===== src/rtl/ps2_mouse_tracker_if.sv =====
// Byte stream from the PS/2 receiver into the tracker, and the position/strobe bundle out to the painter.
// master = tracker side, slave = receiver/painter side.
interface ps2_mouse_tracker_if;
    logic [7:0] rx_data;
    logic       rx_valid;
    logic       packet_ready;
    logic [8:0] PS2_Xdata;
    logic [8:0] PS2_Ydata;
    logic [2:0] buttons;
    logic       sync_err;

    modport master (
        input  rx_data, rx_valid,
        output packet_ready, PS2_Xdata, PS2_Ydata, buttons, sync_err
    );

    modport slave (
        output rx_data, rx_valid,
        input  packet_ready, PS2_Xdata, PS2_Ydata, buttons, sync_err
    );
endinterface


===== src/rtl/ps2_mouse_tracker.sv =====
// Purpose: assemble 3-byte PS/2 mouse packets and integrate deltas into a clamped absolute position.
// Latency: outputs and packet_ready appear the cycle after the third byte is sampled.
// Backpressure: none; every rx_valid byte is consumed. MOUSE_RX_TIMEOUT_EN adds an inter-byte timeout.
module ps2_mouse_tracker #(
    parameter int X_MAX  = 63,
    parameter int Y_MAX  = 63,
    parameter int X_INIT = 32,
    parameter int Y_INIT = 32
`ifdef MOUSE_RX_TIMEOUT_EN
    , parameter int TIMEOUT_CYCLES = 50000
`endif
) (
    input  logic                  clk,
    input  logic                  reset,
    ps2_mouse_tracker_if.master   bus
);

    typedef enum logic [1:0] {WAIT_B0, WAIT_B1, WAIT_B2, UPDATE} state_t;

    // Byte 0 minus its always-one sync bit.
    typedef struct packed {
        logic       y_ovf;
        logic       x_ovf;
        logic       y_sign;
        logic       x_sign;
        logic [2:0] btn;
    } hdr_t;

    state_t      state, state_nxt;
    hdr_t        b0, b0_nxt;
    logic [7:0]  b1, b1_nxt;
    logic [8:0]  x_q, x_nxt, y_q, y_nxt;
    logic [2:0]  btn_q, btn_nxt;
    logic        pr_q, pr_nxt, se_q, se_nxt;
    logic        timeout;

    logic signed [8:0] dx, dy;
    logic signed [9:0] sx, sy;

    function automatic logic [8:0] clamp(input logic signed [9:0] s, input int max_v);
        if (s < 0)
            return '0;
        else if (s > max_v)
            return 9'(max_v);
        else
            return s[8:0];
    endfunction

    // The third byte is used straight off the bus so the update lands on the edge that samples it.
    assign dx = b0.x_ovf ? 9'sd0 : $signed({b0.x_sign, b1});
    assign dy = b0.y_ovf ? 9'sd0 : $signed({b0.y_sign, bus.rx_data});
    assign sx = $signed({1'b0, x_q}) + $signed({dx[8], dx});
    assign sy = $signed({1'b0, y_q}) - $signed({dy[8], dy});

`ifdef MOUSE_RX_TIMEOUT_EN
    localparam int CNT_W = $clog2(TIMEOUT_CYCLES) + 1;
    logic [CNT_W-1:0] cnt;

    always_ff @(posedge clk) begin
        if (reset || bus.rx_valid || !(state == WAIT_B1 || state == WAIT_B2))
            cnt <= '0;
        else
            cnt <= cnt + 1'b1;
    end

    assign timeout = (state == WAIT_B1 || state == WAIT_B2) && (cnt == CNT_W'(TIMEOUT_CYCLES - 1));
`else
    assign timeout = 1'b0;
`endif

    always_comb begin
        state_nxt = state;
        b0_nxt    = b0;
        b1_nxt    = b1;
        x_nxt     = x_q;
        y_nxt     = y_q;
        btn_nxt   = btn_q;
        pr_nxt    = 1'b0;
        se_nxt    = 1'b0;
        unique case (state)
            WAIT_B0, UPDATE: begin
                state_nxt = WAIT_B0;
                if (bus.rx_valid) begin
                    if (bus.rx_data[3]) begin
                        b0_nxt    = hdr_t'({bus.rx_data[7:4], bus.rx_data[2:0]});
                        state_nxt = WAIT_B1;
                    end else begin
                        se_nxt = 1'b1;
                    end
                end
            end
            WAIT_B1: begin
                if (bus.rx_valid) begin
                    b1_nxt    = bus.rx_data;
                    state_nxt = WAIT_B2;
                end else if (timeout) begin
                    state_nxt = WAIT_B0;
                    se_nxt    = 1'b1;
                end
            end
            WAIT_B2: begin
                if (bus.rx_valid) begin
                    x_nxt     = clamp(sx, X_MAX);
                    y_nxt     = clamp(sy, Y_MAX);
                    btn_nxt   = b0.btn;
                    pr_nxt    = 1'b1;
                    state_nxt = UPDATE;
                end else if (timeout) begin
                    state_nxt = WAIT_B0;
                    se_nxt    = 1'b1;
                end
            end
            default: state_nxt = WAIT_B0;
        endcase
    end

    always_ff @(posedge clk) begin
        if (reset) begin
            state <= WAIT_B0;
            b0    <= '0;
            b1    <= '0;
            x_q   <= 9'(X_INIT);
            y_q   <= 9'(Y_INIT);
            btn_q <= '0;
            pr_q  <= 1'b0;
            se_q  <= 1'b0;
        end else begin
            state <= state_nxt;
            b0    <= b0_nxt;
            b1    <= b1_nxt;
            x_q   <= x_nxt;
            y_q   <= y_nxt;
            btn_q <= btn_nxt;
            pr_q  <= pr_nxt;
            se_q  <= se_nxt;
        end
    end

    assign bus.packet_ready = pr_q;
    assign bus.PS2_Xdata    = x_q;
    assign bus.PS2_Ydata    = y_q;
    assign bus.buttons      = btn_q;
    assign bus.sync_err     = se_q;

endmodule


===== src/flat_wrapper.sv =====
// flat-port wrapper written by rule: the top's interface ports become plain ports
module ps2_mouse_tracker_flat 
#(
    parameter int X_MAX  = 63,
    parameter int Y_MAX  = 63,
    parameter int X_INIT = 32,
    parameter int Y_INIT = 32

)
  (clk, reset, bus_rx_data, bus_rx_valid, bus_packet_ready, bus_PS2_Xdata, bus_PS2_Ydata, bus_buttons, bus_sync_err);
  ps2_mouse_tracker_if bus_i ();
  input  logic clk;
  input  logic reset;
  input wire logic [$bits(bus_i.rx_data)-1:0] bus_rx_data;
  input wire logic [$bits(bus_i.rx_valid)-1:0] bus_rx_valid;
  output wire logic [$bits(bus_i.packet_ready)-1:0] bus_packet_ready;
  output wire logic [$bits(bus_i.PS2_Xdata)-1:0] bus_PS2_Xdata;
  output wire logic [$bits(bus_i.PS2_Ydata)-1:0] bus_PS2_Ydata;
  output wire logic [$bits(bus_i.buttons)-1:0] bus_buttons;
  output wire logic [$bits(bus_i.sync_err)-1:0] bus_sync_err;
  assign bus_i.rx_data = bus_rx_data;
  assign bus_i.rx_valid = bus_rx_valid;
  assign bus_packet_ready = bus_i.packet_ready;
  assign bus_PS2_Xdata = bus_i.PS2_Xdata;
  assign bus_PS2_Ydata = bus_i.PS2_Ydata;
  assign bus_buttons = bus_i.buttons;
  assign bus_sync_err = bus_i.sync_err;
  ps2_mouse_tracker #(.X_MAX(X_MAX), .Y_MAX(Y_MAX), .X_INIT(X_INIT), .Y_INIT(Y_INIT)) u_core (.clk(clk), .reset(reset), .bus(bus_i));
endmodule

===== config.mk =====
export PLATFORM = sky130hd
export DESIGN_NAME = ps2_mouse_tracker_flat
export DESIGN_NICKNAME = d
export VERILOG_FILES = /design/src/rtl/ps2_mouse_tracker_if.sv /design/src/rtl/ps2_mouse_tracker.sv /design/src/flat_wrapper.sv
export SDC_FILE = /design/constraint.sdc
export NUM_CORES = 1
export LEC_CHECK = 0
export BUFFER_PORTS_ARGS = -buffer_cell sky130_fd_sc_hd__buf_2
export CAP_MARGIN = 20
export CELL_PAD_IN_SITES_DETAIL_PLACEMENT = 0
export CELL_PAD_IN_SITES_GLOBAL_PLACEMENT = 2
export CORE_ASPECT_RATIO = 1.25
export CORE_MARGIN = 2
export CORE_UTILIZATION = 37
export DETAILED_ROUTE_END_ITERATION = 10
export PLACE_DENSITY = 0.83
export SYNTH_ARGS = -nofsm -noshare
export SYNTH_HDL_FRONTEND = slang
export SYNTH_SLANG_ARGS = --single-unit

===== constraint.sdc =====
create_clock -name clk -period 6.8 [get_ports clk]
set_input_delay 1.02 -clock clk [delete_from_list [all_inputs] [get_ports clk]]
set_output_delay 1.02 -clock clk [all_outputs]
set_load 0.01 [all_outputs]

==> results.py <==
metrics = {
    "clock_tree": {
        "clkSlewWorstSetupHoldPaths_ps": 70,
        "cts_hold_buf": 0,
        "tritoncts": "yes",
        "postCtsSetupBuffers": 0,
        "cts.root.buffer_cell": "sky130_fd_sc_hd__clkbuf_8",
        "number_of_buffers_added_by_the_clock_tree_synthesis_step": 5,
        "htree_levels": 2,
        "cts_sinks": 40,
        "max-clock-path-buffers": 2,
        "clk_latency_ps": 290,
        "post_cts.resized_instances": 0,
    },
    "worst_setup_path": {
        "timing.critical_path.fanout_max": 6,
        "critPathKind": "in -> reg",
        "crit_arrival_ps": 3040,
        "critical_path.startpoint_type": "input port",
        "crit-reg2reg-capture": "u_core.bus.PS2_Xdata[5]",
        "critical_path.startpoint": "bus_rx_data[0]",
        "worst_setup_slack_for_register_to_register_paths_ps": 4220,
        "crit_path_end_kind": "flip-flop",
        "worstRegToRegCells": 10,
        "req_time_crit_path_ps": 6960,
        "reg2reg_from": "u_core.b0[5]",
    },
    "final_layout": {
        "final_net_count": 358,
        "num_antenna_cells": 0,
        "drive_gt1_frac": 0.157,
        "syn_to_final_growth_pct": 14.9,
    },
    "detailed_routing": {
        "detail_route.wirelength.met1_um": 2490,
        "post_drt_via_cell_ratio": 5.12,
        "route.met2.wl_um": 2810,
        "met3_length_um": 176,
        "drt-wirelength-per-cell_um": 13.5,
        "route.final.wire_length_um": 5560,
        "route.antenna.remaining_nets": 0,
        "route.vias.total": 2109,
        "drt_drc_violations_left": 0,
        "drtIter0Drc": 44,
        "top_layer": "met4",
        "drtPass1Iterations": 4,
    },
    "power": {
        "swShare": 0.249,
        "power.share.sequential": 0.459,
        "internal-power_uw": 398,
        "p_leak_uw": 0.00125,
        "net-switching-power_uw": 132,
        "clockPowerShare": 0.400,
        "power-per-cell-area_nw_per_um2": 189,
        "vdd.ir_drop.worst_uv": 75.0,
        "power.combinational.fraction": 0.141,
    },
    "floorplan": {
        "start_util": 0.376,
        "std_cell_rows": 33,
        "core_area_um2": 6480,
        "die_x_um": 76.6,
        "die_h_um": 94.8,
        "floorplan.die_area_um2": 7260,
        "i_o_pins": 34,
    },
    "sta": {
        "hold_violations": 0,
        "worst_slew_margin_rel": 0.638,
        "maxSlewViolCount": 0,
        "finalHoldWorstSlack_ps": 452,
        "worst_margin_slew_ps": 543,
        "final-setup-viol-count": 0,
        "tns_ps": 0,
        "final.min_clock_period_ps": 2880,
        "unrepaired_setup_endpoints_after_global_routing": "no",
        "min_period_over_period": 0.423,
        "fmax_ghz": 0.348,
        "fin_worst_skew_ps": 5.96,
    },
    "yosys": {
        "synth_async_sr_flop_share": 0,
        "post_synth_and_or_nand_nor_area_fraction": 0.262,
        "synth_compound_gate_area_share": 0.180,
        "synthesis.instances": 293,
        "synth_area_per_cell_um2": 8.33,
        "part_of_the_yosys_area_used_for_sequential_elements": 0.328,
        "mappedNetlistNets": 327,
        "post_synth_fa_ha_maj_area_fraction": 0.124,
        "synth.lib_cells_used.distinct": 46,
        "area_share_of_xor_xnor_cells_in_the_synthesized_design": 0.0323,
        "synth_ff_type": "sky130_fd_sc_hd__dfxtp_1",
        "ys_ff_latch": 40,
        "post_synth_mux_area_share": 0.0369,
        "ys.warnings.count": 0,
        "synth.cell_area_um2": 2440,
        "main_combinational_cell_family_by_area_after_synthesis": "simple AND/OR/NAND/NOR gates",
        "synth_edf_count": 0,
    },
    "outcome": {
        "outcome": "complete, no violations",
    },
    "hold_path": {
        "whs_endpoint": "u_core.b1[0]",
        "whs_path_depth": 2,
        "worst_hold_path_type": "reg -> reg",
        "worstHoldStart": "u_core.b1[0]",
    },
    "grt": {
        "grt_overflow": 0,
        "first_global_vias": 2084,
        "antenna_found_initial": 0,
        "grt_pass1_wl_um": 9670,
        "global_route.usage.total": 0.167,
        "pin_count_of_the_biggest_net_entering_global_routing": 29,
    },
    "placed_design": {
        "place.gp.congestion": 0.811,
        "numPortBuffers": 33,
        "dp_hpwl_um": 4230,
    },
    "flow_run": {
        "maxCapViolCount": 0,
    },
}
synth_stat cells, drive strengths merged (2+ instances only):
cell type  count  area share
a21oi         31       0.068
nor2          22       0.034
xor2           3       0.011
fa             2       0.016
buf            3      0.0077
and2           8       0.021
nand3         14       0.029
mux2i          9       0.037
a211oi         2      0.0082
dfxtp         40        0.33
nand2         29       0.045
o21a           2      0.0062
ha            21        0.11
nand3b         3      0.0092
o31ai          2      0.0082
nand2b        12       0.031
clkbuf         7       0.011
o21ai         11       0.024
nor3           7       0.014
nor2b         14       0.036
inv           12       0.018
xnor2          6       0.022
a21o           4       0.012
nand4b         4       0.014
nand4          5       0.013
o211ai         6       0.018
per-stage QoR:
stage          worst slack, ps  power, uW  utilization  instance area, um^2  instances
6_report                  3920        531        0.432                 2800        412
5_1_grt                   3720        561        0.432                 2800        412
4_1_cts                   3900        538        0.432                 2800        412
3_5_place_dp              3590        324        0.413                 2680        404
3_3_place_gp              3630        325        0.413                 2680        404
2_1_floorplan             3980        305            -                 2440        293
worst max-delay path by stage:
stage	slack (ps)	to
6_report	3920	u_core.bus.PS2_Ydata[5]
5_1_grt	3720	u_core.bus.PS2_Ydata[0]
4_1_cts	3900	u_core.bus.PS2_Ydata[5]
3_5_place_dp	3590	u_core.bus.PS2_Ydata[5]
3_3_place_gp	3630	u_core.bus.PS2_Ydata[5]
2_1_floorplan	3980	u_core.bus.PS2_Ydata[5]
layout make-up:
class                           instances  area [um^2]
Tap cell                               87          109
Inverter                               12         45.0
Fill cell                             698         3680
Timing Repair Buffer                   34          173
Clock inverter                          1         30.0
Clock buffer                            7         96.3
Multi-Input combinational cell        231         1550
Sequential cell                        40          801
layer usage:
layer | up-vias | global-route usage
met5 | - | 0
met4 | 0 | 0.0500
met3 | 5 | 0.0325
met2 | 32 | 0.316
met1 | 976 | 0.188
li1 | 1096 | -
cell families after synthesis:
logic type / count (synthesis)
buf+inv: 22
xor+xnor: 9
flops: 40
simple gates: 123
fa+ha+maj: 23
mux: 9
compound gates: 67
state kept, by name, summed over array words and instances (netlist names):
| signal | flops |
|---|---|
| u_core.b1 | 8 |
| u_core.b0 | 7 |
| u_core.state | 2 |
| u_core.bus.PS2_Xdata | 9 |
| u_core.bus.buttons | 3 |
| u_core.bus.PS2_Ydata | 9 |
| u_core.bus.packet_ready | 1 |
| u_core.bus.sync_err | 1 |
power groups by stage:
stage,registers (uW),clock network (uW),logic (uW)
global placement,249,0,75.7
global route,245,232,84.2
detailed placement,249,0,75.4
CTS,243,219,75.8
floorplan,248,0,56.7
finish,243,212,74.9
worst max-delay path: stages:
cell	delay, ps
sky130_fd_sc_hd__buf_2	110
sky130_fd_sc_hd__nor2b_1	150
sky130_fd_sc_hd__ha_1	160
sky130_fd_sc_hd__inv_1	50
sky130_fd_sc_hd__fa_1	400
sky130_fd_sc_hd__a21o_1	190
sky130_fd_sc_hd__a21oi_1	250
sky130_fd_sc_hd__nand4b_1	150
sky130_fd_sc_hd__nand4_1	230
sky130_fd_sc_hd__nor3_1	240
sky130_fd_sc_hd__o41ai_1	80
layout by cell type (no fill, tap or decap), types with 5 or more instances in the layout:
master	n
sky130_fd_sc_hd__nand3_1	14
sky130_fd_sc_hd__o21ai_1	6
sky130_fd_sc_hd__nor2b_1	14
sky130_fd_sc_hd__dfxtp_1	40
sky130_fd_sc_hd__nand2_1	29
sky130_fd_sc_hd__and2_1	8
sky130_fd_sc_hd__a21oi_1	28
sky130_fd_sc_hd__nor3_1	7
sky130_fd_sc_hd__nor2_1	22
sky130_fd_sc_hd__xnor2_1	6
sky130_fd_sc_hd__nand4_1	5
sky130_fd_sc_hd__inv_1	12
sky130_fd_sc_hd__mux2i_1	9
sky130_fd_sc_hd__o211ai_1	6
sky130_fd_sc_hd__buf_2	33
sky130_fd_sc_hd__ha_1	21
sky130_fd_sc_hd__clkbuf_8	7
sky130_fd_sc_hd__nand2b_1	12
Note: power is estimated with default switching activity, not from simulation.
